==> src/rtl/siren_pkg.sv <==
// ============================================================================
// Module   : siren_pkg
// Purpose  : Shared mode encodings for the multi-tone siren.
// Revision : 1.0 - initial release
// ============================================================================
`default_nettype none

package siren_pkg;

    typedef enum logic [1:0] {
        MODE_OFF  = 2'b00,
        MODE_WAIL = 2'b01,
        MODE_YELP = 2'b10,
        MODE_HILO = 2'b11
    } mode_e;

endpackage

`default_nettype wire

==> src/rtl/tone_divider.sv <==
// ============================================================================
// Module   : tone_divider
// Purpose  : Reload/toggle counter producing a square wave of half-period div+1.
// Revision : 1.0 - initial release
// ============================================================================
`default_nettype none

module tone_divider #(
    parameter int DIV_W = 15
) (
    input  logic             clk,
    input  logic             rst,
    input  logic             clr,
    input  logic             en,
    input  logic [DIV_W-1:0] div,
    output logic             speaker
);

    logic [DIV_W-1:0] counter_q, counter_d;
    logic             speaker_q, speaker_d;

    // div is only looked at on the reload cycle, so mid-count changes wait a period
    always_comb begin
        counter_d = counter_q;
        speaker_d = speaker_q;
        if (clr) begin
            counter_d = '0;
            speaker_d = 1'b0;
        end else if (en) begin
            if (counter_q == '0) begin
                counter_d = div;
                speaker_d = ~speaker_q;
            end else begin
                counter_d = counter_q - DIV_W'(1);
            end
        end
    end

    always_ff @(posedge clk or posedge rst) begin
        if (rst) begin
            counter_q <= '0;
            speaker_q <= 1'b0;
        end else begin
            counter_q <= counter_d;
            speaker_q <= speaker_d;
        end
    end

    assign speaker = speaker_q;

endmodule

`default_nettype wire

==> src/rtl/multi_siren.sv <==
// ============================================================================
// Module   : multi_siren
// Purpose  : Wail / yelp / hi-lo siren tone generator with a swept divider.
// Revision : 1.0 - initial release
// ============================================================================
`default_nettype none

module multi_siren
    import siren_pkg::*;
#(
    parameter int                        SWEEP_W    = 23,
    parameter int                        RAMP_W     = 7,
    parameter int                        SHIFT      = 6,
    parameter int                        YELP_SHIFT = 4,
    parameter logic [2+RAMP_W+SHIFT-1:0] HI_DIV     = 15'h2000,
    parameter logic [2+RAMP_W+SHIFT-1:0] LO_DIV     = 15'h3000
) (
    input  logic       clk,
    input  logic       rst,
    input  logic [1:0] mode,
    output logic       speaker,
    output logic       active
);

    localparam int DIV_W = 2 + RAMP_W + SHIFT;

    mode_e              mode_q, mode_d;
    logic [SWEEP_W-1:0] sweep_q, sweep_d;
    logic               active_q, active_d;

    logic               w_change;
    logic               w_run;
    logic               w_clr;
    logic [RAMP_W-1:0]  w_ramp;
    logic [DIV_W-1:0]   w_divider;

    always_comb begin
        mode_d    = mode_e'(mode);
        active_d  = (mode_d != MODE_OFF);
        w_change  = (mode_d != mode_q);
        w_run     = (mode_q != MODE_OFF);
        w_clr     = w_change || !w_run;
        sweep_d   = w_clr ? '0 : sweep_q + SWEEP_W'(1);

        w_ramp    = '0;
        w_divider = '0;
        case (mode_q)
            MODE_WAIL: begin
                // MSB of the sweep picks rising or falling half of the triangle
                w_ramp    = sweep_q[SWEEP_W-1] ? sweep_q[SWEEP_W-2 -: RAMP_W]
                                               : ~sweep_q[SWEEP_W-2 -: RAMP_W];
                w_divider = {2'b01, w_ramp, {SHIFT{1'b0}}};
            end
            MODE_YELP: begin
                w_ramp    = ~sweep_q[SWEEP_W-1-YELP_SHIFT -: RAMP_W];
                w_divider = {2'b01, w_ramp, {SHIFT{1'b0}}};
            end
            MODE_HILO: begin
                w_divider = sweep_q[SWEEP_W-1] ? HI_DIV : LO_DIV;
            end
            default: begin
                w_ramp    = '0;
                w_divider = '0;
            end
        endcase
    end

    always_ff @(posedge clk or posedge rst) begin
        if (rst) begin
            mode_q   <= MODE_OFF;
            sweep_q  <= '0;
            active_q <= 1'b0;
        end else begin
            mode_q   <= mode_d;
            sweep_q  <= sweep_d;
            active_q <= active_d;
        end
    end

    tone_divider #(
        .DIV_W (DIV_W)
    ) u_div (
        .clk     (clk),
        .rst     (rst),
        .clr     (w_clr),
        .en      (w_run),
        .div     (w_divider),
        .speaker (speaker)
    );

    assign active = active_q;

endmodule

`default_nettype wire

==> config.mk <==
export PLATFORM = sky130hd
export DESIGN_NAME = multi_siren
export DESIGN_NICKNAME = d
export VERILOG_FILES = /design/src/rtl/siren_pkg.sv /design/src/rtl/tone_divider.sv /design/src/rtl/multi_siren.sv
export SDC_FILE = /design/constraint.sdc
export NUM_CORES = 1
export LEC_CHECK = 0
export ABC_AREA = 0
export BUFFER_PORTS_ARGS = -buffer_cell sky130_fd_sc_hd__buf_2
export CAP_MARGIN = 20
export CORE_UTILIZATION = 62
export CTS_CLUSTER_DIAMETER = 120
export DETAILED_ROUTE_END_ITERATION = 10
export MAX_ROUTING_LAYER = met4
export PLACE_DENSITY_LB_ADDON = 0.2
export SLEW_MARGIN = 20
export SYNTH_ARGS = -nofsm -noshare
export SYNTH_HDL_FRONTEND = slang
export SYNTH_HIERARCHICAL = 1
export SYNTH_SLANG_ARGS = --single-unit
==> constraint.sdc <==
create_clock -name clk -period 5.4 [get_ports clk]
set_input_delay 0.54 -clock clk [delete_from_list [all_inputs] [get_ports clk]]
set_output_delay 0.54 -clock clk [all_outputs]
set_load 0.01 [all_outputs]
==> summary.txt <==
Routing
  – Average wire per standard cell: 16.1 µm
  – Detail Route Antenna Nets: 0
  – DR top layer: met4
  – Metal3 WL: 264 µm
  – Via count of the routed design: 2,112
  – DR vias/cell: 6.40
  – DR pass1 iterations: 4
  – DRC viols: 0
  – Iter 0 DRT Violations: 157
  – Met1 wire length: 2680 µm
  – Met2 WL: 2290 µm
  – Final wirelength: 5310 µm

Placed design
  – Hpwl dp: 3670 µm
  – PortBufs: 5
  – RePlAce Congestion: 0.958

Final layout
  – # fillers: 273
  – Area delta synth->final: 7.93%
  – Seq. cell area: 1050 µm²
  – Core Util, Final: 71.8%
  – Fin nets: 288
  – Number of inserted diodes: 0
  – Layout cells sized above 1: 10.6%
  – Area of the multi-input gates: 1400 µm²

Clock tree
  – CTS clk-pin slew, worst paths: 0.09 ns
  – Clk_lat worst skew: 0.30 ns
  – Post-CTS Setup Inserts: 0
  – CTS tree: done
  – Clock sink count: 42
  – Post-CTS Hold Buffers: 0
  – Num CTS Buffers: 5
  – Root Buffer Master: clkbuf_8
  – Max Buffers Root-to-Sink: 2
  – H-tree depth: 2
  – Cts repair resizes: 0

Timing
  – Slew @ Worst Pin: 0.909 ns
  – Max-slew headroom: 39.0%
  – RSZ-0062 raised after global routing: no
  – Fin. Hold Viols: 0
  – Layout Skew: 0.00749 ns
  – Setup TNS: 0 ns
  – Finish-stage setup viols: 0
  – Hold slack: 0.313 ns
  – Tmin final: 2.43 ns
  – Fmax: 411 MHz
  – Max Transition Viols Final: 0
  – Fin crit share: 45.1%

Worst setup path
  – Highest net fanout along the worst path: 11
  – Arrival time at the worst endpoint: 2.66 ns
  – Startpoint class of the critical path: flip-flop
  – Crit path max-delay cell type: nand4_1
  – Worst r2r src: u_div/counter_q[0]
  – Largest stage delay on the critical path: 0.56 ns
  – R2r setup slk: 2.97 ns
  – Crit. Startpoint: u_div/counter_q[0]
  – Worst EP required: 5.63 ns
  – Crit path cell chain: inv_1 -> ha_1 -> nor4b_2 -> nand4_1 -> or3_1 -> a21oi_1
  – CP endpoint kind: flip-flop
  – Type of the worst setup path: reg2reg

Pwr
  – Pwr/cell area: 372 nW/µm²
  – Power after layout: 0.00101 W
  – Leakage power: 1.16 nW
  – Maximum VDD drop: 0.000292 V

Floorplan
  – Starting density of the core: 66.5%
  – Number of I/O pins: 6
  – Row cnt: 22
  – Die outline height: 65.6 µm
  – DIE WIDTH: 65.6 µm
  – Core ar.: 3770 µm²
  – Full die area: 4300 µm²

Yosys
  – Synthesized area: 2510 µm²
  – Synth area leader: dfrtp_1
  – Synth cell count leaders: dfrtp_1 (42), nor2_1 (20), nand2_1 (16), nand3_1 (16), a21oi_1 (15)
  – Yosys cell types: 55
  – Top cell type's share of synthesized area: 41.9%
  – Most frequent cell after synthesis: dfrtp_1
  – Avg Cell Area, Syn: 9.19 µm²
  – Post-synth ARST share: 100%
  – Yosys reg bits: 42
  – Cells after synthesis: 273
  – Predominant post-synthesis flop cell: dfrtp_1
  – Number of synthesized flops with an enable pin: 0
  – Yosys warns: 6
  – Dominant cells by area after synthesis: dfrtp_1 (42%), xor2_1 (3.5%), nand3_1 (3.2%)
  – Seq/Total Area, Yosys: 41.9%

Flow run
  – Max Cap Violations: 0

Global route
  – Vias in the first global route: 1,866
  – GRT overflow: 0
  – Initial antenna violation count: 0
  – Global-route wire length before repair: 9160 µm
  – Total Routing Usage GR: 28.8%
  – Largest net degree at the start of global routing: 27

Run status
  – Status: finished, final reports clean

Worst hold path
  – Worst Hold Class: in2async
## layout by cell type, fill, tap and decap left out, drive strengths merged, types with 4 or more instances in the layout
cell	netlist	final
a21oi	15	15
a31oi	5	5
and4	6	6
buf	1	6
clkbuf	10	5
conb	1	7
dfrtp	42	42
inv	13	13
mux2i	6	6
nand2	16	16
nand2b	4	4
nand3	16	16
nand4	10	10
nor2	20	20
nor3	7	7
nor4	6	6
o21ai	8	8
o22ai	7	7
o31ai	6	6
or2	5	5
or3	8	8
or4	7	7
xnor2	7	7
xor2	10	10
## logic make-up (layout without fill, tap and decap cells)
group	Yosys count	in the layout	share of synthesized area [%]
fa+ha+maj	3	3	1.50
compound gates	59	59	16.0
xor+xnor	17	17	5.94
mux	8	8	3.29
buf+inv	25	28	3.84
simple gates	118	118	27.4
flops	42	42	41.9
other cells	1	7	0.149
## through the flow
step	area, µm²	instances	setup slack [ns]
3_3_place_gp	2590	322	3.10
3_5_place_dp	2590	322	3.07
6_report	2710	330	2.97
2_1_floorplan	2530	279	3.34
5_1_grt	2710	330	2.77
4_1_cts	2710	330	3.02
## sequential cells by signal (all words and copies together), names as in the netlist
name / flops
sweep_q: 23
u_div/counter_q: 15
mode_q: 2
active: 1
u_div/speaker: 1
## final timing paths
| path | to | depth (start not counted) |
|---|---|---|
| max in group asynchronous | sweep_q[10] | 2 |
| hold / removal | u_div/speaker | 2 |
| min in group clk | mode_q[1] | 1 |
| hold reg to reg | sweep_q[0] | 1 |
| setup reg to reg | u_div/speaker | 6 |
| setup / recovery | u_div/speaker | 6 |
## power breakdown
part | switching (W) | internal, W
combinational | 0.000228 | 0.000156
clock | 0.000115 | 0.000139
sequential | 0.0000319 | 0.000337
## layer usage
layer / vias up / GRT usage, %
li1: 1033 / -
met3: 8 / 4.34
met5: - / -
met4: 0 / 10.1
met1: 1004 / 43.7
met2: 67 / 38.5
## worst max-delay path: cells and delay by family, from the launching register on
kind,cells,cell delay (ns)
simple gates,3,1.48
flops,1,0.43
compound gates,1,0.14
fa+ha+maj,1,0.17
buf+inv,1,0.13
## area by class of cell
type / instances / share of cell area, %
Timing Repair Buffer: 6 / 1.20
Multi-Input combinational cell: 212 / 51.7
Inverter: 14 / 1.94
Clock buffer: 5 / 2.54
Clock inverter: 3 / 1.62
Sequential cell: 42 / 38.8
Tap cell: 48 / 2.22
No activity file was read; power rests on OpenSTA's default activity.
